<file path="src/rtl/riscv_issue_scoreboard.sv">
// Single-entry issue stage with a 32-register pending-write scoreboard.
// Holds one decoded instruction and withholds issue on RAW/WAW hazards.
module riscv_issue_scoreboard #(
    parameter int NWB   = 2,
    parameter int CNT_W = 32
) (
    input  logic               clk,
    input  logic               reset,
    input  logic               in_val,
    output logic               in_rdy,
    input  logic [31:0]        in_inst,
    input  logic               in_uses_ra,
    input  logic               in_uses_rb,
    input  logic               in_wr,
    input  logic [4:0]         in_rd,
    output logic               out_val,
    input  logic               out_rdy,
    output logic [31:0]        out_inst,
    output logic               out_wr,
    output logic [4:0]         out_rd,
    input  logic [NWB-1:0]     wb_val,
    input  logic [5*NWB-1:0]   wb_rd,
    input  logic               flush,
    output logic               busy,
    output logic [CNT_W-1:0]   stall_cnt,
    output logic               err
);

    logic        entry_val;
    logic [31:0] ent_inst;
    logic        ent_uses_ra;
    logic        ent_uses_rb;
    logic        ent_wr;
    logic [4:0]  ent_rd;

    logic [31:0] pending;
    logic [31:0] wb_mask;
    logic [31:0] pend_eff;
    logic [31:0] set_mask;
    logic [4:0]  ra;
    logic [4:0]  rb;
    logic        hazard;
    logic        fire;
    logic        accept;
    logic        wb_err;

    always_comb begin
        wb_mask = '0;
        for (int unsigned k = 0; k < NWB; k++) begin
            if (wb_val[k]) begin
                wb_mask[wb_rd[5*k +: 5]] = 1'b1;
            end
        end
        wb_mask[0] = 1'b0;
    end

    // Writeback to a register with no registered pending bit, or two ports
    // retiring the same register, indicates a broken pipeline downstream.
    always_comb begin
        wb_err = 1'b0;
        for (int unsigned k = 0; k < NWB; k++) begin
            if (wb_val[k] && wb_rd[5*k +: 5] != 5'd0) begin
                if (!pending[wb_rd[5*k +: 5]]) begin
                    wb_err = 1'b1;
                end
                for (int unsigned j = k + 1; j < NWB; j++) begin
                    if (wb_val[j] && wb_rd[5*j +: 5] == wb_rd[5*k +: 5]) begin
                        wb_err = 1'b1;
                    end
                end
            end
        end
    end

    assign pend_eff = pending & ~wb_mask;
    assign ra       = ent_inst[24:20];
    assign rb       = ent_inst[19:15];

    assign hazard = (ent_uses_ra && ra != 5'd0 && pend_eff[ra])
                  | (ent_uses_rb && rb != 5'd0 && pend_eff[rb])
                  | (ent_wr && ent_rd != 5'd0 && pend_eff[ent_rd]);

    assign out_val = entry_val & ~hazard & ~flush;
    assign fire    = out_val & out_rdy;
    assign in_rdy  = ~flush & (~entry_val | fire);
    assign accept  = in_val & in_rdy;

    assign out_inst = ent_inst;
    assign out_wr   = ent_wr;
    assign out_rd   = ent_rd;
    assign busy     = |pending;

    always_comb begin
        set_mask = '0;
        if (fire && ent_wr && ent_rd != 5'd0) begin
            set_mask[ent_rd] = 1'b1;
        end
    end

    always_ff @(posedge clk or posedge reset) begin
        if (reset) begin
            entry_val   <= 1'b0;
            ent_inst    <= '0;
            ent_uses_ra <= 1'b0;
            ent_uses_rb <= 1'b0;
            ent_wr      <= 1'b0;
            ent_rd      <= '0;
        end else if (flush) begin
            entry_val <= 1'b0;
        end else if (accept) begin
            entry_val   <= 1'b1;
            ent_inst    <= in_inst;
            ent_uses_ra <= in_uses_ra;
            ent_uses_rb <= in_uses_rb;
            ent_wr      <= in_wr;
            ent_rd      <= in_rd;
        end else if (fire) begin
            entry_val <= 1'b0;
        end
    end

    // Set is ORed after the clear so a same-cycle retire/re-issue keeps the bit.
    always_ff @(posedge clk or posedge reset) begin
        if (reset) begin
            pending   <= '0;
            stall_cnt <= '0;
            err       <= 1'b0;
        end else begin
            pending <= pend_eff | set_mask;
            if (entry_val && hazard && !flush && stall_cnt != '1) begin
                stall_cnt <= stall_cnt + CNT_W'(1);
            end
            if (wb_err) begin
                err <= 1'b1;
            end
        end
    end

endmodule

</file>
<file path="config.mk">
export PLATFORM = sky130hd
export DESIGN_NAME = riscv_issue_scoreboard
export DESIGN_NICKNAME = d
export VERILOG_FILES = /design/src/rtl/riscv_issue_scoreboard.sv
export SDC_FILE = /design/constraint.sdc
export NUM_CORES = 1
export LEC_CHECK = 0
export CORE_UTILIZATION = 35
export CTS_BUF_LIST = sky130_fd_sc_hd__clkbuf_4 sky130_fd_sc_hd__clkbuf_8
export DETAILED_ROUTE_END_ITERATION = 8
export HOLD_SLACK_MARGIN = 0.12
export PLACE_DENSITY = 0.59
export SLEW_MARGIN = 20
export SYNTH_ARGS = -nofsm -noshare
export SYNTH_HDL_FRONTEND = slang
export SYNTH_SLANG_ARGS = --single-unit
</file>
<file path="constraint.sdc">
create_clock -name clk -period 6.6 [get_ports clk]
set_clock_uncertainty 0.2 [all_clocks]
set_input_delay 1.32 -clock clk [delete_from_list [all_inputs] [get_ports clk]]
set_output_delay 1.32 -clock clk [all_outputs]
set_load 0.01 [all_outputs]
</file>
# [After elaboration in Yosys (flattened, before gate mapping)]
# Index checks and enable logic that the tools add are counted.
[word_totals] register_bits=106 in_bits=57 out_inout_bits=74 elab_cells=88
[classes] n_addsub=1 n_lt_le_gt_ge=8 eq_ne=2 mux=27 n_bitwise=15 n_reduce_logical=26
[ops] op="32-bit 2-to-1 mux" n=3
[ops] op="32-bit bitwise OR" n=2
[ops] op="32-bit by 1-bit adder with 32-bit output (second input constant)" n=1
[ops] op="32-bit AND" n=1
[ops] op="32-bit != test (second input constant)" n=1
[ops] op="32-bit inverter" n=1
[ops] op="32-bit OR reduction" n=1
[ops] op="5-bit by 6-bit < comparator with 1-bit output (second input constant)" n=5
[ops] op="1-bit binary-select mux with 5-bit select" n=5
[ops] op="5-bit nonzero test" n=5
[ops] op="1-bit logical AND" n=17
[ops] op="1-bit 2-to-1 mux" n=16
[ops] op="1-bit demux with 5-bit select" n=3
[ops] op="5-bit by 1-bit >= comparator with 1-bit output (second input constant)" n=3
[ops] op="1-bit AND" n=5
[ops] op="5-bit == test" n=1
[ops] op="1-bit inverter" n=3
[ops] op="1-bit bitwise OR" n=3
[ops] op="3-bit nonzero test" n=1
[ops] op="2-bit AND reduction" n=1
[ops] op="1-bit zero test" n=1

# [Depth between registers and ports, before layout]
# Gate-level depths: netlist of the first run.
[depth] depth_word=23 mapped_depth=12 mapped_depth_nobuf=9

# [Worst setup path after synthesis of the first run]
# OpenSTA, ideal clock, no wires.
[synth_path] path_kind="input port to output port" start="input wb_rd[5]" end="output out_val" t_arrival_ns=3.657 required_time_ns=5.080 setup_slack_ns=1.423 path_stages=10 n_path_buf=2 cell_sequence="clkbuf_1 -> or4b_4 -> o221ai_2 -> mux2i_1 -> o32ai_1 -> a211oi_1 -> o32ai_2 -> nand3_1 -> clkbuf_1 -> nor2_1"
[synth_via] elab_chain_len=16
[synth_lines] element="start: declaration" line="22" source="input logic [5*NWB-1:0] wb_rd,"
[synth_lines] element="5-bit by 6-bit < comparator with 1-bit output (not written as such) or 5-bit by 1-bit >= comparator with 1-bit output (tied branches)" line="51" source="wb_mask[wb_rd[5*k +: 5]] = 1'b1;"
[synth_lines] element="1-bit logical AND (not written as such)" line="51"
[synth_lines] element="1-bit 2-to-1 mux (not written as such)" line="51"
[synth_lines] element="1-bit demux with 5-bit select *" line="51"
[synth_lines] element="32-bit bitwise OR (no line) *"
[synth_lines] element="32-bit 2-to-1 mux *" line="50" source="if (wb_val[k]) begin"
[synth_lines] element="32-bit inverter *" line="75" source="assign pend_eff = pending & ~wb_mask;"
[synth_lines] element="32-bit AND *" line="75"
[synth_lines] element="1-bit binary-select mux with 5-bit select, on equally long branches" line="79, 80"
[synth_lines] element="1-bit 2-to-1 mux, on equally long branches" line="79, 80"
[synth_lines] element="1-bit logical AND, on equally long branches" line="79, 80"
[synth_lines] element="1-bit bitwise OR" line="80" source="| (ent_uses_rb && rb != 5'd0 && pend_eff[rb])"
[synth_lines] element="1-bit bitwise OR *" line="81" source="| (ent_wr && ent_rd != 5'd0 && pend_eff[ent_rd]);"
[synth_lines] element="1-bit inverter *" line="83" source="assign out_val = entry_val & ~hazard & ~flush;"
[synth_lines] element="1-bit AND * (2 in series)" line="83"
[synth_lines] element="end: declaration" line="16" source="output logic out_val,"
# Every way passes the cells marked *; elsewhere a longest branch is shown, timed or not. The select of a mux whose other input is x is not followed.

# [Worst setup path in the final report of the first run]
[layout_path] start="input wb_rd[9]" end="output in_rdy"
[layout_via] elab_chain_len=19
[layout_lines] element="5-bit by 6-bit < comparator with 1-bit output (not written as such) or 5-bit by 1-bit >= comparator with 1-bit output (tied branches)" line="51"
[layout_lines] element="1-bit logical AND (not written as such)" line="51"
[layout_lines] element="1-bit 2-to-1 mux (not written as such)" line="51"
[layout_lines] element="1-bit demux with 5-bit select *" line="51"
[layout_lines] element="32-bit bitwise OR (no line) *"
[layout_lines] element="32-bit 2-to-1 mux *" line="50"
[layout_lines] element="32-bit inverter *" line="75"
[layout_lines] element="32-bit AND *" line="75"
[layout_lines] element="(+2 left out)"
[layout_lines] element="1-bit logical AND, on equally long branches" line="79, 80"
[layout_lines] element="1-bit bitwise OR" line="80"
[layout_lines] element="1-bit bitwise OR *" line="81"
[layout_lines] element="1-bit inverter *" line="83"
[layout_lines] element="1-bit AND * (2 in series)" line="83"
[layout_lines] element="1-bit AND *" line="84" source="assign fire = out_val & out_rdy;"
[layout_lines] element="1-bit bitwise OR *" line="85" source="assign in_rdy = ~flush & (~entry_val | fire);"
[layout_lines] element="1-bit AND *" line="85"
[layout_lines] element="end: declaration" line="10" source="output logic in_rdy,"
# Marks and branches as above.

==> flow_metrics.tcl, run 1 <==
set metrics [dict create \
    status "finished, final reports clean" \
    critical_path_arrival_ns 4.90 \
    synth_area_leader_cell "dfrtp_1" \
    critPathCaptureType "output pin" \
    synth_area_leaders "dfrtp_1 (40%), mux2_1 (6.8%), mux4_2 (6.1%), xnor2_1 (4.0%), o221ai_1 (3.2%)" \
    grt_overflow_total 0 \
    path_buf_inv 2 \
    first_global_vias 6375 \
    post-route-period-util 0.9735 \
    min_period_ns 6.425 \
    met3_length_mm 2.511 \
    tns_ns 0 \
    io_buffers 130 \
    ys_types 62 \
    hold_viol_final 0 \
    vias 6306 \
    rsz0062_at_grt "false" \
    tightest_slew_ns 0.9161 \
    ant_nets 0 \
    synth_edf_count 0 \
    cts_buffers 9 \
    nets 854 \
    wl_per_cell_um 23.45 \
    post-route-util 0.4660 \
    num_io_pins 131 \
    grt_max_degree 69 \
    crit_required_ns 5.08 \
    cp_top_family "simple AND/OR/NAND/NOR gates" \
    dpl.hpwl_mm 17.78 \
    hp-class "reg -> reg" \
    multi_input_area_um2 3725 \
    fmax_mhz 155.6 \
    maxUsedRoutingLayer "met4" \
    syn_nets 718 \
    final_cell_count_no_fill 1030 \
    htree_levels 3 \
    cts_tree "yes" \
    seqCellArea_um2 2653 \
    post_cts_buffers 0 \
    path_cells "clkdlybuf4s50_1 > or2_2 > nor2_1 > o31ai_1 > a2111oi_0 > nor4_1 > nand4b_1 > a41oi_2 > nor2_1 > clkdlybuf4s50_1" \
    clk_pin_slew_ns 0.11 \
    ys_ff_latch 106 \
    diodes 0 \
    cts_sinks 106 \
    drtIter0Drc 471 \
    slew_headroom 0.3892 \
    ir_drop_v 0.0001453 \
    dieWidth_um 139.4 \
    antenna_found_initial 0 \
    yosysWarningCount 0 \
    async_reset_ff_frac 1.000 \
    grt_usage 0.2526 \
    syn_area_per_cell_um2 10.01 \
    drive_gt1_frac 0.1099 \
    place_ws_ns 0.1248 \
    route.detailed.drc 0 \
    synthCells 660 \
    whs_ns 0.2975 \
    fillerInstances 1757 \
    layout_setup_ws_ns 0.1750 \
    die_h_um 139.4 \
    synthFlopType "dfrtp_1" \
    cp-start-kind "input pin" \
    drv_cap 0 \
    die_area_um2 19440 \
    row_count 49 \
    synth.cell_area_um2 6609 \
    slowest_delay_ns 0.64 \
    clockBufferDepth 2 \
    synth_top_area_frac 0.4014 \
    cts_root_buf "clkbuf_8" \
    drtPass1Iterations 5 \
    power_per_cell_area_nw_per_um2 256.5 \
    gp_congestion 1.010 \
    path_class "in -> out" \
    yosysSeqAreaShare 0.4014 \
    initial_core_util 0.3629 \
    path_max_fanout 12 \
    dr_wl_met2_mm 11.18 \
    setup_viol 0 \
    slew_violations 0 \
    clkLatencyLatePin_ns 0.40 \
    cpMaxStageDelayCell "clkdlybuf4s50_1" \
    avgViaCountPerCell 6.122 \
    core_area_um2 18210 \
    leakagePower_nw 3.217 \
    dp.cells 1014 \
    area_delta_synth_final_pct 28.40 \
    m1WireLength_mm 9.604 \
    grt_pass1_wl_mm 37.44 \
    wirelength_mm 24.16 \
]
==> synth_stat cells (3+ instances only) <==
cell type / number
xnor2_1: 30
inv_1: 15
mux2i_1: 13
nand4b_1: 8
o21ai_1: 5
a21oi_1: 6
o221ai_1: 24
nand3_1: 29
and2_1: 4
a32oi_1: 4
nand2b_1: 15
buf_6: 4
or2_2: 7
nand4_1: 26
o22ai_1: 10
nand3b_1: 4
nor3b_1: 4
o32ai_1: 3
nand2_1: 45
o311ai_0: 4
o31ai_1: 5
nand4bb_1: 7
clkbuf_1: 28
mux2_1: 40
xor2_1: 6
dfrtp_1: 106
nor2_1: 36
buf_2: 6
nor3_1: 23
o211ai_1: 5
a31oi_1: 4
and3_1: 15
mux4_2: 18
nor4_1: 17
o21ai_0: 38
a211oi_1: 4
nor2b_1: 8
==> cell families (layout without fill, tap and decap cells) <==
group | after synthesis | in the layout | share of synthesized area
AND/OR/NAND/NOR | 259 | 259 | 0.2190
AO/OA/AOI/OAI | 130 | 130 | 0.1405
flip-flops | 106 | 106 | 0.4014
multiplexers | 73 | 73 | 0.1526
buffers and inverters | 55 | 196 | 0.03692
XOR/XNOR | 36 | 36 | 0.04771
adder cells (fa/ha/maj) | 1 | 1 | 0.001893
==> timing repair <==
item                                    CTS  global route
endpoints found under the setup margin    0             2
hold buffers                              0             0
resized for setup                         0             3
==> per-stage QoR <==
step | power (W) | instance area [um2]
2_1_floorplan | 0.001341 | 6609
3_3_place_gp | 0.001764 | 8274
3_5_place_dp | 0.001766 | 8274
4_1_cts | 0.002184 | 8471
5_1_grt | 0.002292 | 8486
6_report | 0.002177 | 8486
==> placed cells by master, fill, tap and decap left out, types with 5 or more instances in the layout <==
master,n
a21oi_1,6
and3_1,15
buf_4,35
clkbuf_8,9
clkdlybuf4s50_1,129
dfrtp_1,106
inv_1,14
mux2_1,40
mux2i_1,13
mux4_2,18
nand2_1,45
nand2b_1,15
nand3_1,29
nand4_1,26
nand4b_1,8
nand4bb_1,7
nor2_1,36
nor2b_1,8
nor3_1,23
nor4_1,17
o211ai_1,5
o21ai_0,38
o21ai_1,5
o221ai_1,22
o22ai_1,10
o31ai_1,5
or2_2,7
xnor2_1,30
xor2_1,6
==> metal layers <==
layer  GRT usage  vias to the layer above
met5           0                        -
met1      0.3124                     3124
met2      0.4020                      324
met3     0.08741                       62
li1            -                     2796
met4      0.1035                        0
==> power breakdown <==
part | internal, W | switching, W
clock network | 0.000148 | 0.000264
logic | 0.000415 | 0.000435
registers | 0.000744 | 0.000171
total | 0.00131 | 0.000870
==> registers in the layout, summed over array words and instances (netlist names) <==
register and count:
out_inst 32, stall_cnt 32, err 1, ent_uses_rb 1, out_rd 5, pending 32, ent_uses_ra 1, entry_val 1
out_wr 1
==> final timing paths <==
check	from	endpoint	slack (ns)	depth (start not counted)
worst min register to register	out_inst[10]	out_inst[10]	0.30	1
worst min-delay path	out_inst[10]	out_inst[10]	0.30	1
worst max register to register	out_rd[1]	pending[3]	2.36	10
worst max-delay path	wb_rd[9]	in_rdy	0.18	10
max in group asynchronous	reset	out_inst[0]	3.92	3
min in group asynchronous	reset	out_inst[11]	1.23	2
==> cell type report <==
cell class,count,area share
multi-input cells,499,0.4390
flip-flops and latches,106,0.3126
repair buffers,165,0.1846
well taps,229,0.03377
clock buffers,9,0.01460
clock inverters,7,0.008552
inverters,15,0.006930
Note: power is estimated with default switching activity, not from simulation.
==> run 2: changes to the inputs <==
--- a/config.mk
+++ b/config.mk
@@ -7,10 +7,10 @@
 export LEC_CHECK = 0
 export CORE_UTILIZATION = 35
 export CTS_BUF_LIST = sky130_fd_sc_hd__clkbuf_4 sky130_fd_sc_hd__clkbuf_8
+export CTS_CLUSTER_SIZE = 8
 export DETAILED_ROUTE_END_ITERATION = 8
 export HOLD_SLACK_MARGIN = 0.12
 export PLACE_DENSITY = 0.59
-export SLEW_MARGIN = 20
 export SYNTH_ARGS = -nofsm -noshare
 export SYNTH_HDL_FRONTEND = slang
 export SYNTH_SLANG_ARGS = --single-unit
==> results of run 2 <==
Final layout, timing and power as in run 1 (identical DEF).
==> run 3: changes to the inputs <==
--- a/config.mk
+++ b/config.mk
@@ -5,12 +5,13 @@
 export SDC_FILE = /design/constraint.sdc
 export NUM_CORES = 1
 export LEC_CHECK = 0
+export ABC_AREA = 1
 export CORE_UTILIZATION = 35
 export CTS_BUF_LIST = sky130_fd_sc_hd__clkbuf_4 sky130_fd_sc_hd__clkbuf_8
 export CTS_CLUSTER_SIZE = 8
 export DETAILED_ROUTE_END_ITERATION = 8
 export HOLD_SLACK_MARGIN = 0.12
-export PLACE_DENSITY = 0.59
+export PLACE_DENSITY = 0.58
 export SYNTH_ARGS = -nofsm -noshare
 export SYNTH_HDL_FRONTEND = slang
 export SYNTH_SLANG_ARGS = --single-unit
==> constraint.sdc (replaced) <==
create_clock -name clk -period 6.5 [get_ports clk]
set_clock_uncertainty 0.2 [all_clocks]
set_input_delay 1.3 -clock clk [delete_from_list [all_inputs] [get_ports clk]]
set_output_delay 1.3 -clock clk [all_outputs]
set_load 0.01 [all_outputs]
==> run 3 against run 2 <==
First-iteration DRC count up 52%. Sequential cell count stayed put. Sequential power is 9.0% lower. Critical path type unchanged.
==> flow_metrics.tcl, run 3 <==
set metrics [dict create \
    leakagePower_nw 4.067 \
    synth.cell_area_um2 7487 \
    yosysWarningCount 0 \
    fillerInstances 2217 \
    cts_tree "yes" \
    synthFlopType "dfrtp_1" \
    rr_startpoint "out_rd[0]" \
    tightest_slew_ns 1.043 \
    initial_core_util 0.3562 \
    syn_nets 1172 \
    path_buf_inv 3 \
    ys_ff_latch 106 \
    area_delta_synth_final_pct 21.67 \
    cp_top_family "buffers and inverters" \
    drtPass1Iterations 5 \
    cts_resized 0 \
    hold_path_end "ent_uses_rb" \
    most-common-layout-cells "nand2_1 (402), clkdlybuf4s50_1 (130), dfrtp_1 (106)" \
    cp-start-kind "input pin" \
    hold_path.startpoint "ent_uses_rb" \
    grt_overflow_total 0 \
    row_count 53 \
    synth_edf_count 0 \
    ir_drop_v 0.0001136 \
    drive_gt1_frac 0.04754 \
    die_h_um 148.3 \
    power_per_cell_area_nw_per_um2 217.1 \
    cpMaxStageDelayCell "clkdlybuf4s50_1" \
    clk_pin_slew_ns 0.10 \
    wirelength_mm 27.40 \
    ant_nets 0 \
    ctsHoldBuffers 0 \
    core_area_um2 21020 \
    setup_viol 0 \
    synth_top_area_frac 0.3543 \
    first_global_vias 7587 \
    diodes 0 \
    tns_ns 0 \
    r2r-end "out_inst[28]" \
    yosysSeqAreaShare 0.3543 \
    synth_common_cells "nand2_1 (402), dfrtp_1 (106), nand3_1 (99)" \
    clkLatencyLatePin_ns 0.40 \
    antenna_found_initial 0 \
    layout_commonest_cell "nand2_1" \
    cts_sinks 106 \
    drv_cap 0 \
    min_period_ns 5.876 \
    whs_path_depth 2 \
    layout_setup_ws_ns 0.6242 \
    wl_per_cell_um 18.33 \
    cts_buffers 9 \
    synth_area_leaders "dfrtp_1 (35%), nand2_1 (20%), nand3_1 (6.6%), nand4_1 (6.6%), inv_1 (4.5%)" \
    drtIter0Drc 714 \
    dieWidth_um 148.3 \
    yosysMostFrequentCell "nand2_1" \
    slew_headroom 0.3018 \
    syn_area_per_cell_um2 6.721 \
    avgViaCountPerCell 5.395 \
    slew_violations 0 \
    grt_usage 0.2530 \
    slowest_delay_ns 0.72 \
    post-route-period-util 0.9040 \
    path_class "in -> out" \
    hp-class "reg -> reg" \
    status "finished, final reports clean" \
    post_cts_buffers 0 \
    cts_root_buf "clkbuf_8" \
    path_cells "clkdlybuf4s50_1 > nand3_1 > inv_1 > nand2_1 > nand3_1 > nand2_1 > nand2_1 > nand2_1 > nand2_1 > nand3_1 > nand3_1 > nand2_1 > a21oi_4 > nand2_1 > nor2_2 > clkdlybuf4s50_1" \
    fmax_mhz 170.2 \
    place_ws_ns 0.6248 \
    crit_required_ns 5.00 \
    crit_top_cell "nand2_1" \
    r2r_cells 17 \
    path_max_fanout 10 \
    die_area_um2 21980 \
    htree_levels 3 \
    dpl.hpwl_mm 20.60 \
    synth_area_leader_cell "dfrtp_1" \
    clockBufferDepth 2 \
    num_io_pins 131 \
    async_reset_ff_frac 1.000 \
    rsz0062_at_grt "false" \
    synthCells 1114 \
    grt_max_degree 73 \
    gp_congestion 1.061 \
    grt_pass1_wl_mm 43.10 \
    ys_types 43 \
    critPathCaptureType "output pin" \
    critical_path_arrival_ns 4.38 \
    io_buffers 130 \
    vias 8065 \
    hold_viol_final 0 \
    r2r_slack_ns 2.18 \
    nets 1273 \
    route.detailed.drc 0 \
]
[run 3: worst max path at each step]
stage | start | endpoint | slack (ns) | depth (start not counted)
after CTS | wb_rd[9] | out_val | 0.62 | 18
after detailed placement | wb_rd[9] | out_val | 0.62 | 18
after global routing | wb_rd[0] | in_rdy | 0.38 | 19
final | wb_rd[0] | out_val | 0.62 | 16
after global placement | wb_rd[0] | out_val | 0.62 | 19
after floorplan | wb_rd[8] | in_rdy | 1.86 | 19
[run 3: final cells by class]
class / instances / area, um2 / area share
clock buffer: 9 / 123.9 / 0.01360
clock inverter: 7 / 60.06 / 0.006592
inverter: 103 / 389.1 / 0.04271
multi-input combinational: 858 / 4187 / 0.4596
sequential: 106 / 2653 / 0.2912
tap: 275 / 344.1 / 0.03777
timing repair buffer: 137 / 1354 / 0.1486
[run 3: tightest hold or removal path, stage by stage, from the launching register on]
cell and delay, ns:
dfrtp_1 0.35, nand2_1 0.05, nand2_1 0.05
[run 3: per-stage QoR]
stage	hold slack, ns	cell area (um2)	total power [W]	std cells	utilization
after CTS	0.2828	9110	0.001985	1495	0.4334
final	0.2767	9110	0.001978	1495	0.4334
after global routing	0.3038	9110	0.002097	1495	0.4334
after global placement	0.2519	8926	0.001578	1479	0.4246
after floorplan	0.2356	7487	0.001259	1114	-
after detailed placement	0.2563	8926	0.001572	1479	0.4246
[run 3: where the power goes]
part | switching (W) | internal [W] | leakage (nW) | total, W
clock | 0.000263 | 0.000147 | 0.0965 | 0.000411
sequential | 0.0000976 | 0.000735 | 1.39 | 0.000833
combinational | 0.000453 | 0.000282 | 2.58 | 0.000734
total | 0.000814 | 0.00116 | 4.07 | 0.00198
[run 3: metal layers]
metal / part of all wire / track usage / vias to the layer above
met5: 0 / 0 / -
met4: 0.035 / 0.1155 / 0
met3: 0.073 / 0.03374 / 64
met2: 0.44 / 0.3838 / 342
met1: 0.45 / 0.3567 / 3741
li1: - / - / 3918
[run 3: logic make-up (layout without fill, tap and decap cells)]
| group | after synthesis | count (layout) | share of synthesized area |
|---|---|---|---|
| AND/OR/NAND/NOR | 719 | 719 | 0.4278 |
| buffers and inverters | 150 | 256 | 0.08656 |
| AO/OA/AOI/OAI | 107 | 107 | 0.09342 |
| flip-flops | 106 | 106 | 0.3543 |
| XOR/XNOR | 31 | 31 | 0.03626 |
| adder cells (fa/ha/maj) | 1 | 1 | 0.001671 |
